$ cat src/rtl/mpu_pkg.sv
// mpu_pkg: shared MPU constants and enums.
//   FP / M / N            element width and maximum matrix dimensions
//   MBITS / NBITS         row / column index widths (size ports are one bit wider)
//   MATRIX_REG_SIZE       register-file address width
//   mpu_operation_t       top-level MPU operation codes
//   store_state_t         mpu_store controller states
package mpu_pkg;
  localparam int FP              = 32;
  localparam int M               = 4;
  localparam int N               = 4;
  localparam int MBITS           = $clog2(M);
  localparam int NBITS           = $clog2(N);
  localparam int MATRIX_REG_SIZE = 2;

  typedef enum logic [1:0] {
    OP_LOAD,
    OP_STORE,
    OP_ADD,
    OP_MUL
  } mpu_operation_t;

  typedef enum logic [2:0] {
    IDLE,
    FETCH,
    CAPTURE,
    STREAM,
    DONE,
    ERR
  } store_state_t;
endpackage

$ cat src/rtl/mpu_index_counter.sv
// mpu_index_counter: row-major (i,j) walker over an m x n matrix.
//   clk, rst   clock, synchronous active-high reset
//   clr_i      restart at (0,0)
//   adv_i      step to the next element (one transfer accepted)
//   m_i, n_i   matrix bounds (1..M, 1..N)
//   i_o, j_o   current row / column
//   last_o     current position is (m-1, n-1)
module mpu_index_counter
  import mpu_pkg::*;
#(
  parameter int MW = MBITS + 1,
  parameter int NW = NBITS + 1
) (
  input  logic          clk,
  input  logic          rst,
  input  logic          clr_i,
  input  logic          adv_i,
  input  logic [MW-1:0] m_i,
  input  logic [NW-1:0] n_i,
  output logic [MW-1:0] i_o,
  output logic [NW-1:0] j_o,
  output logic          last_o
);
  logic [MW-1:0] i_q, i_d;
  logic [NW-1:0] j_q, j_d;
  logic          col_end;

  assign col_end = (j_q == n_i - NW'(1));
  assign last_o  = col_end && (i_q == m_i - MW'(1));

  // The counter parks on the last element instead of stepping past it, so
  // indices never exceed the matrix bounds.
  always_comb begin
    i_d = i_q;
    j_d = j_q;
    if (clr_i) begin
      i_d = '0;
      j_d = '0;
    end else if (adv_i && !last_o) begin
      if (col_end) begin
        j_d = '0;
        i_d = i_q + MW'(1);
      end else begin
        j_d = j_q + NW'(1);
      end
    end
  end

  always_ff @(posedge clk) begin
    if (rst) begin
      i_q <= '0;
      j_q <= '0;
    end else begin
      i_q <= i_d;
      j_q <= j_d;
    end
  end

  assign i_o = i_q;
  assign j_o = j_q;
endmodule

$ cat src/rtl/mpu_store.sv
// mpu_store: reads one matrix from the register file and streams it row-major.
//   clk, rst                 clock, synchronous active-high reset
//   en, store_addr           start request (IDLE only) and entry to read
//   reg_store_addr           read address to the register file
//   matrix_in, reg_m_size,
//   reg_n_size               registered read data from the register file
//   element_out/valid/ready  element stream (valid/ready handshake)
//   m_out, n_out             dimensions of the matrix being streamed
//   busy, ack, error         status; ack/error are one-cycle pulses
module mpu_store
  import mpu_pkg::*;
(
  input  logic                       clk,
  input  logic                       rst,
  input  logic                       en,
  input  logic [MATRIX_REG_SIZE-1:0] store_addr,
  output logic [MATRIX_REG_SIZE-1:0] reg_store_addr,
  input  logic [M*N*FP-1:0]          matrix_in,
  input  logic [MBITS:0]             reg_m_size,
  input  logic [NBITS:0]             reg_n_size,
  output logic [FP-1:0]              element_out,
  output logic                       element_valid,
  input  logic                       element_ready,
  output logic [MBITS:0]             m_out,
  output logic [NBITS:0]             n_out,
  output logic                       busy,
  output logic                       ack,
  output logic                       error
);
  localparam int IW = $clog2(M*N);

  store_state_t                state_q, state_d;
  logic [M*N-1:0][FP-1:0]      buf_q;
  logic [MATRIX_REG_SIZE-1:0]  addr_q;
  logic [MBITS:0]              m_q;
  logic [NBITS:0]              n_q;
  logic [MBITS:0]              row;
  logic [NBITS:0]              col;
  logic [IW-1:0]               idx;
  logic                        last, xfer, dims_bad;

  assign dims_bad = (reg_m_size == '0) || (reg_n_size == '0) ||
                    (reg_m_size > (MBITS+1)'(M)) || (reg_n_size > (NBITS+1)'(N));
  assign xfer     = element_valid && element_ready;

  always_comb begin
    state_d = state_q;
    case (state_q)
      IDLE:    if (en) state_d = FETCH;
      FETCH:   state_d = CAPTURE;
      CAPTURE: state_d = dims_bad ? ERR : STREAM;
      STREAM:  if (xfer && last) state_d = DONE;
      DONE:    state_d = IDLE;
      ERR:     state_d = IDLE;
      default: state_d = IDLE;
    endcase
  end

  always_ff @(posedge clk) begin
    if (rst) state_q <= IDLE;
    else     state_q <= state_d;
  end

  // Local snapshot: later register-file writes cannot disturb the stream.
  always_ff @(posedge clk) begin
    if (rst) begin
      addr_q <= '0;
      buf_q  <= '0;
      m_q    <= '0;
      n_q    <= '0;
    end else begin
      if (state_q == IDLE && en) addr_q <= store_addr;
      if (state_q == CAPTURE) begin
        buf_q <= matrix_in;
        m_q   <= reg_m_size;
        n_q   <= reg_n_size;
      end
    end
  end

  mpu_index_counter #(.MW(MBITS + 1), .NW(NBITS + 1)) u_idx (
    .clk    (clk),
    .rst    (rst),
    .clr_i  (state_q == CAPTURE),
    .adv_i  (xfer),
    .m_i    (m_q),
    .n_i    (n_q),
    .i_o    (row),
    .j_o    (col),
    .last_o (last)
  );

  // Indices stay inside the captured bounds, so the flat index never overflows.
  assign idx            = IW'(int'(row) * N + int'(col));
  assign element_out    = buf_q[idx];
  assign element_valid  = (state_q == STREAM);
  assign ack            = (state_q == DONE);
  assign error          = (state_q == ERR);
  assign busy           = (state_q != IDLE);
  assign reg_store_addr = addr_q;
  assign m_out          = m_q;
  assign n_out          = n_q;
endmodule

$ cat config.mk
export PLATFORM = sky130hd
export DESIGN_NAME = mpu_store
export DESIGN_NICKNAME = d
export VERILOG_FILES = /design/src/rtl/mpu_pkg.sv /design/src/rtl/mpu_index_counter.sv /design/src/rtl/mpu_store.sv
export SDC_FILE = /design/constraint.sdc
export NUM_CORES = 1
export LEC_CHECK = 0
export ABC_CLOCK_PERIOD_IN_PS = 3200
export BUFFER_PORTS_ARGS = -buffer_cell sky130_fd_sc_hd__buf_2
export CORE_ASPECT_RATIO = 0.75
export CORE_MARGIN = 2
export CORE_UTILIZATION = 46
export DETAILED_ROUTE_END_ITERATION = 8
export HOLD_SLACK_MARGIN = 0.15
export PLACE_DENSITY_LB_ADDON = 0.3
export SLEW_MARGIN = 20
export SYNTH_ARGS = -nofsm -noshare
export SYNTH_HDL_FRONTEND = slang
export SYNTH_SLANG_ARGS = --single-unit
$ cat constraint.sdc
create_clock -name clk -period 3.2 [get_ports clk]
set_clock_uncertainty 0.15 [all_clocks]
set_input_delay 0.96 -clock clk [delete_from_list [all_inputs] [get_ports clk]]
set_output_delay 0.96 -clock clk [all_outputs]
set_load 0.03 [all_outputs]
* Word level (Yosys, flattened, before mapping)
Cells that the tools add are included.
Storage, ports and cells: logic and storage cells 62, output and inout port bits 44, bits in registers 529, input port bits 524
Operators by class: multiplexer cells 7, add/sub/neg operators 5, magnitude comparators 3, reductions and logical operators 16, eq/ne operators 9
Operators with widths (count):
- 32-bit binary-select mux with 4-bit select | 1
- 32-bit 2-to-1 mux | 1
- 3-bit 2-to-1 mux | 4
- 3-bit one-hot mux with 4 select lines | 1
- 3-bit zero test | 3
- 3-bit by 1-bit adder with 3-bit output, second input constant | 2
- 3-bit by 2-bit == test with 1-bit output, second input constant | 2
- 3-bit == test | 2
- 3-bit == test, second input constant | 2
- 3-bit > comparator, second input constant | 2
- 3-bit by 1-bit subtractor with 3-bit output, second input constant | 2
- 1-bit logical AND | 5
- 4-bit by 5-bit less-than comparator with 1-bit output, second input constant | 1
- 4-bit by 3-bit adder with 4-bit output | 1
- 2-bit AND reduction | 2
- 3-bit by 1-bit == test with 1-bit output, second input constant | 1
- 1-bit logical OR | 3
- 3-bit nonzero test | 1
- 2-bit by 1-bit inequality test with 1-bit output, second input constant | 1
- 2-bit inequality test, second input constant | 1
- 2-bit OR reduction | 1
- 1-bit zero test | 1

* Longest topological paths before layout
Gate-level depths: netlist of the first run.
word-level depth 6, mapped depth 8, gate-level depth less buffers 6

* Cells and area by module
Synthesis of the first run repeated with hierarchy kept, for this count alone.
Second synthesis, totals: cell total of the unflattened synthesis 2594, area total of the unflattened synthesis 22869.4 sq um
By module, submodules not included:
- mpu_store | area each 22400.2 sq um, times used 1, sequential area each 10470.0 sq um, cells each 2544
- mpu_index_counter | area each 469.2 sq um, times used 1, sequential area each 120.1 sq um, cells each 50

* Least setup slack after synthesis of the first run
Ideal clock, no wire load.
kind register to output, start reg u_idx.j_q[0] (netlist: u_idx.j_o[0]), end out element_out[0], slack -0.023 ns, data required time 2.090 ns, cell stages (with the launch flop) 5, arrival 2.113 ns, path buffers 2, cell sequence dfxtp_1 buf_2 buf_1 mux4_2 mux4_2
Between the ends: cells in the longest elaborated chain, start to end 3
RTL lines:
- start, declared | line mpu_index_counter.sv:25 | logic [NW-1:0] j_q, j_d;
- start signal, assigned | line mpu_index_counter.sv:55 | j_q <= j_d;
- 4-bit by 3-bit adder with 4-bit output | line mpu_store.sv:94 | assign idx = IW'(int'(row) * N + int'(col));
- 32-bit binary-select mux with 4-bit select | line mpu_store.sv:95 | assign element_out = buf_q[idx];
- 32-bit 2-to-1 mux (not written as such) | line mpu_store.sv:95
- end, declared | line mpu_store.sv:21 | output logic [FP-1:0] element_out,
Every way passes these cells. The select of a mux whose other input is x is not followed.

* Worst setup path after layout of the first run
start reg u_idx.j_q[0] (netlist: u_idx.j_o[0]), end out element_out[1]
Same word-level chain as after synthesis.

==> results of run 1 <==
logic make-up after synthesis:
| logic type | count (synthesis) |
|---|---|
| AOI/OAI and AO/OA | 530 |
| xor gates and xnor gates | 7 |
| adders and majority gates | 5 |
| buffers and inverters | 220 |
| DFF | 529 |
| muxes | 164 |
| and+or+nand+nor | 1079 |
path summary, 6_finish.rpt:
check,startpoint,endpoint,cells after the start
hold / removal,buf_q[361]$_SDFFE_PP0N_,buf_q[361]$_SDFFE_PP0N_,2
hold reg to reg,buf_q[361]$_SDFFE_PP0N_,buf_q[361]$_SDFFE_PP0N_,2
setup reg to reg,n_out[0]$_SDFFE_PP0N_,state_q[1]$_SDFFE_PP0P_,6
setup / recovery,u_idx.j_o[0]$_SDFFE_PP0P_,element_out[1],6
what timing repair did:
action | in CTS | in global routing
hold buffers | 0 | 0
setup buffers | 7 | 11
gates resized for setup | 68 | 17
endpoints found under the setup margin | 32 | 32
gates cloned | 4 | 8
power groups by stage:
| stage | clock network, W | registers [W] | logic [W] |
|---|---|---|---|
| global route | 0.00672 | 0.00766 | 0.00314 |
| floorplan | 0 | 0.00751 | 0.00172 |
| finish | 0.00642 | 0.00763 | 0.00291 |
| global placement | 0 | 0.00774 | 0.00270 |
| detailed placement | 0 | 0.00774 | 0.00276 |
| CTS | 0.00645 | 0.00760 | 0.00284 |
worst reg2reg max path, stage by stage (launching register included):
cell and delay (ns):
dfxtp_1 0.44, inv_1 0.07, ha_1 0.30, xnor2_1 0.16, nor3_1 0.76, a31oi_1 0.24, o21a_1 0.24
state kept, by name, summed over array words and instances, names as in the netlist:
signal / count
u_idx.i_o: 3
buf_q: 512
reg_store_addr: 2
state_q: 3
n_out: 3
m_out: 3
u_idx.j_o: 3
Yosys cell counts (all sizes together), types with 3 or more instances:
cell / instances / area share [%]
a21oi: 518 / 12
nand4: 6 / 0.17
nand2: 1040 / 18
and3: 4 / 0.11
inv: 6 / 0.10
mux4: 160 / 16
xor2: 3 / 0.12
nor2: 8 / 0.14
nand3: 8 / 0.18
o21a: 3 / 0.10
nor3: 3 / 0.068
dfxtp: 529 / 48
mux2i: 3 / 0.14
clkbuf: 188 / 3.2
buf: 26 / 0.54
ha: 5 / 0.28
cell type report:
class	count	share of cell area (%)
flip-flops and latches	529	37.7
diodes	4	0.0356
multi-input cells	1785	37.8
clock buffers	75	5.36
repair buffers	652	15.3
clock inverters	19	0.920
inverters	6	0.0800
well taps	639	2.84
through the flow:
stage | power (W) | setup TNS [ns] | cells | cell area [µm²] | setup WS, ns
6_report | 0.0170 | -15.95 | 3709 | 28200 | -0.580
5_1_grt | 0.0175 | -17.19 | 3709 | 28200 | -0.599
4_1_cts | 0.0169 | -17.03 | 3687 | 27800 | -0.573
3_5_place_dp | 0.0105 | 0 | 3582 | 25700 | 0.0219
3_3_place_gp | 0.0104 | 0 | 3582 | 25700 | 0.0292
2_1_floorplan | 0.00923 | 0 | 2534 | 22000 | 0.0217
routing by layer:
layer	GRT usage [%]	vias to the layer above	wire (µm)	part of all wire (%)
li1	-	9565	-	-
met1	50.0	10184	37900	43
met2	49.6	1153	38200	43
met3	7.36	127	9210	10
met4	10.6	0	2920	3.3
met5	0	-	0	0
==> impl_metrics.tcl, run 1 <==
set metrics [dict create \
    vias_per_cell 5.67 \
    fp.dieH_um 194 \
    hp-class "reg2reg" \
    worstPathCellList "buf_12 -> buf_12 -> buf_16 -> mux4_2 -> mux4_2 -> buf_6" \
    worst_slew_pin_slew_ns 0.912 \
    wl_per_cell_um 23.8 \
    numCtsBuffers 52 \
    root_buffer "clkbuf_16" \
    combPwrFrac_pct 17.1 \
    violations "setup timing" \
    fp.dieW_um 257 \
    io_pins 568 \
    nNetsFinal 3555 \
    fmaxAchievable_mhz 265 \
    core_um2 47300 \
    final_common_cell "nand2_1" \
    timing.slew.headroom_pct 38.7 \
    worstSetupEndpointType "primary output" \
    ir_worst_vdd_v 0.000403 \
    drt-total-wl_um 88300 \
    clkPwrFrac_pct 37.9 \
    nFillCells 4233 \
    cts_tree "done" \
    final_max_slew_viol_count 0 \
    place_hpwl_um 67200 \
    routabilityCongestion 1.03 \
    drive_gt1_share_pct 29.5 \
    clock-sinks 529 \
    path_clk_slew_ns 0.06 \
    criticalPathCategory "reg2out" \
    yosysSeqAreaShare_pct 48.0 \
    drt_iter0_drc 2485 \
    final_core_util_pct 59.5 \
    rsz0062_at_grt "true" \
    clkLatencyLatePin_ns 0.58 \
    most-common-layout-cells "nand2_1 (1,039), buf_2 (534), dfxtp_1 (525)" \
    multi_input_area_um2 10600 \
    die_area_um2 49700 \
    htree_levels 2 \
    period_minus_slack_ns 3.78 \
    grt_antenna_before_repair 9 \
    intPower_w 0.0121 \
    grt_pass1_vias 19567 \
    start_util_pct 46.6 \
    overflow 0 \
    synth_cell_types 37 \
    synthMuxAreaShare_pct 16.5 \
    r2r_slack_ns 0.73 \
    synth_edf_count 0 \
    synth_compound_area_share_pct 12.2 \
    fp-row-count 69 \
    cp_data_arrival_time_ns 2.67 \
    powerDensity_nw_per_um2 602 \
    clock_path_buffers 3 \
    num_vias 21029 \
    hold_viol_final 0 \
    syn_avg_cell_area_um2 8.70 \
    synth_fp_nets 3063 \
    cap_viol_max_count 0 \
    synth_xor_area_share_pct 0.409 \
    syn_to_final_growth_pct 27.7 \
    worstPathBufferInverterCount 4 \
    cp-start-kind "register" \
    synthSimpleGateAreaFrac_pct 18.7 \
    synth_fa_ha_area_share_pct 0.284 \
    critPathTopFamily "multiplexers" \
    status "complete, but fails checks" \
    p_leak_nw 10.7 \
    syn_inst 2534 \
    async_flop_share_pct 0 \
    fin_ws_ns -0.580 \
    crit_fanout 5 \
    ant_nets 0 \
    seqCellArea_um2 10600 \
    switching_power_w 0.00490 \
    cp.required_ns 2.09 \
    post-route-drc-count 0 \
    dr.pass1.iters 6 \
    synthFlopType "dfxtp_1" \
    grt_pass1_wl_um 125000 \
    synth_top_family_by_area "simple AND/OR/NAND/NOR gates" \
    mappedNetlistArea_um2 22000 \
    grt_max_degree 113 \
    critPathSlowestCell "mux4_2" \
    port_buffers 567 \
    yosys_warnings 0 \
    setup_violations 32 \
    grt.total_usage_pct 33.9 \
    max_stage_delay_ns 0.60 \
    timing.hold.ws_ns 0.302 \
    ys_ff_latch 529 \
    power_frac_seq_pct 45.0 \
    period_share_pct 118 \
    swShare_pct 28.9 \
]
Note: power is estimated with default switching activity, not from simulation.
==> inputs of run 2 (changes only) <==
--- a/config.mk
+++ b/config.mk
@@ -10,6 +10,7 @@
 export CORE_ASPECT_RATIO = 0.75
 export CORE_MARGIN = 2
 export CORE_UTILIZATION = 46
+export CTS_BUF_LIST = sky130_fd_sc_hd__clkbuf_8
 export DETAILED_ROUTE_END_ITERATION = 8
 export HOLD_SLACK_MARGIN = 0.15
 export PLACE_DENSITY_LB_ADDON = 0.3
==> run 2 against run 1 <==
  * The flow still finishes with violations (setup timing)
  * Combinational power hardly changed
  * Utilization is 0.20 points lower
  * Clock-buffer cell count is 31 higher
  * Register-to-register slack worse by 0.05 ns
  * Flip-flop and latch count stayed put
  * Wire length is 0.45% higher
  * Largest cell class unchanged
  * Critical path type unchanged
==> impl_metrics.tcl, run 2 (synthesis results as in run 1) <==
set metrics [dict create \
    status "complete, but fails checks" \
    violations "setup timing" \
    worstPathBufferInverterCount 4 \
    num_vias 21139 \
    final_core_util_pct 59.3 \
    switching_power_w 0.00500 \
    vias_per_cell 5.63 \
    critPathTopFamily "multiplexers" \
    die_area_um2 49700 \
    critPathSlowestCell "mux4_2" \
    wl_per_cell_um 23.6 \
    combPwrFrac_pct 17.7 \
    core_um2 47300 \
    powerDensity_nw_per_um2 583 \
    clock-sinks 529 \
    port_buffers 567 \
    clkLatencyLatePin_ns 0.65 \
    fin_ws_ns -0.628 \
    most-common-layout-cells "nand2_1 (1,039), buf_2 (534), dfxtp_1 (525)" \
    grt_pass1_vias 19723 \
    worstSetupEndpointType "primary output" \
    htree_levels 3 \
    final_max_slew_viol_count 0 \
    place_hpwl_um 67200 \
    cts_hold_buf 0 \
    regMostFlops "buf_q" \
    setup_violations 32 \
    fmaxAchievable_mhz 261 \
    final_common_cell "nand2_1" \
    worstPathCellList "buf_6 -> buf_12 -> buf_4 -> mux4_2 -> mux4_2 -> buf_6" \
    post-route-drc-count 0 \
    top_usage_layer "met2" \
    largest_reg_flops 512 \
    path_clk_slew_ns 0.06 \
    use_met1_pct 49.4 \
    clkPwrFrac_pct 35.6 \
    period_minus_slack_ns 3.83 \
    final_area_um2 28100 \
    root_buffer "clkbuf_8" \
    clock_path_buffers 3 \
    routabilityCongestion 1.03 \
    timing.slew.headroom_pct 35.9 \
    cp_data_arrival_time_ns 2.72 \
    intPower_w 0.0114 \
    grt_util_met3_pct 8.50 \
    rsz0062_at_grt "true" \
    io_pins 568 \
    timing.hold.ws_ns 0.303 \
    drt-total-wl_um 88700 \
    max_stage_delay_ns 0.57 \
    fp.dieW_um 257 \
    syn_to_final_growth_pct 27.3 \
    numCtsBuffers 83 \
    start_util_pct 46.6 \
    hold_viol_final 0 \
    ant_nets 0 \
    criticalPathCategory "reg2out" \
    power_frac_seq_pct 46.6 \
    period_share_pct 120 \
    placed_cell_area_um2 25700 \
    crit_fanout 7 \
    grt.total_usage_pct 34.1 \
    fp.dieH_um 194 \
    met2_usage_pct 49.6 \
    multi_input_area_um2 10600 \
    worst_slew_pin_slew_ns 0.954 \
    hp-class "reg2reg" \
    fp-row-count 69 \
    drt_iter0_drc 2625 \
    swShare_pct 30.5 \
    nFillCells 4259 \
    grt_pass1_wl_um 125000 \
    cap_viol_max_count 0 \
    grt_max_degree 113 \
    seqCellArea_um2 10600 \
    cp-start-kind "register" \
    cts_tree "done" \
    p_leak_nw 10.8 \
    drive_gt1_share_pct 30.2 \
    cp.required_ns 2.09 \
    nNetsFinal 3586 \
    grt_antenna_before_repair 9 \
    overflow 0 \
    dr.pass1.iters 6 \
    ir_worst_vdd_v 0.000301 \
]
==> run 2: final timing paths <==
| path | startpoint | end | slack (ns) | cells past startpoint |
|---|---|---|---|---|
| hold / removal | buf_q[405]$_SDFFE_PP0N_ | buf_q[405]$_SDFFE_PP0N_ | 0.30 | 2 |
| hold reg to reg | buf_q[405]$_SDFFE_PP0N_ | buf_q[405]$_SDFFE_PP0N_ | 0.30 | 2 |
| setup / recovery | u_idx.j_o[0]$_SDFFE_PP0P_ | element_out[30] | -0.63 | 6 |
| setup reg to reg | n_out[0]$_SDFFE_PP0N_ | state_q[1]$_SDFFE_PP0P_ | 0.68 | 6 |
==> run 2: timing repair <==
item                       4_1_cts  5_1_grt
cloned                           4        9
resized for setup               68       19
buffers inserted                 7       11
setup endpoints to repair       32       32
==> run 2: layout make-up <==
| cell class | instances | share of cell area, % |
|---|---|---|
| clock buffer | 106 | 5.20 |
| clock inverter | 35 | 0.736 |
| tap | 639 | 2.85 |
| multi-input combinational | 1785 | 37.9 |
| sequential | 529 | 37.8 |
| antenna | 5 | 0.0446 |
| timing repair buffer | 652 | 15.4 |
| inverter | 6 | 0.0803 |
==> run 2: metrics by stage <==
step	total power (W)	setup WS, ns	instances	setup TNS (ns)
final	0.0164	-0.628	3757	-18.09
after global routing	0.0169	-0.653	3756	-19.70
after CTS	0.0163	-0.648	3734	-19.45
after detailed placement	0.0105	0.0219	3582	0
after global placement	0.0104	0.0292	3582	0
after floorplan	0.00923	0.0217	2534	0
==> run 2: routing by layer <==
| metal | vias up | share of wire [%] |
|---|---|---|
| li1 | 9615 | - |
| met1 | 10172 | 43 |
| met2 | 1199 | 43 |
| met3 | 153 | 11 |
| met4 | 0 | 3.5 |
| met5 | - | 0 |
==> run 2: power groups by stage <==
| stage | Sequential (W) | Combinational (W) | Clock, W |
|---|---|---|---|
| after floorplan | 0.00751 | 0.00172 | 0 |
| after global placement | 0.00774 | 0.00270 | 0 |
| after detailed placement | 0.00774 | 0.00276 | 0 |
| after CTS | 0.00760 | 0.00284 | 0.00584 |
| after global routing | 0.00766 | 0.00314 | 0.00614 |
| final | 0.00763 | 0.00290 | 0.00583 |
==> run 2: worst min-delay path, stage by stage, from the launching register on <==
cell and delay (ns):
dfxtp_1 0.30, nand2_1 0.05, a21oi_1 0.05
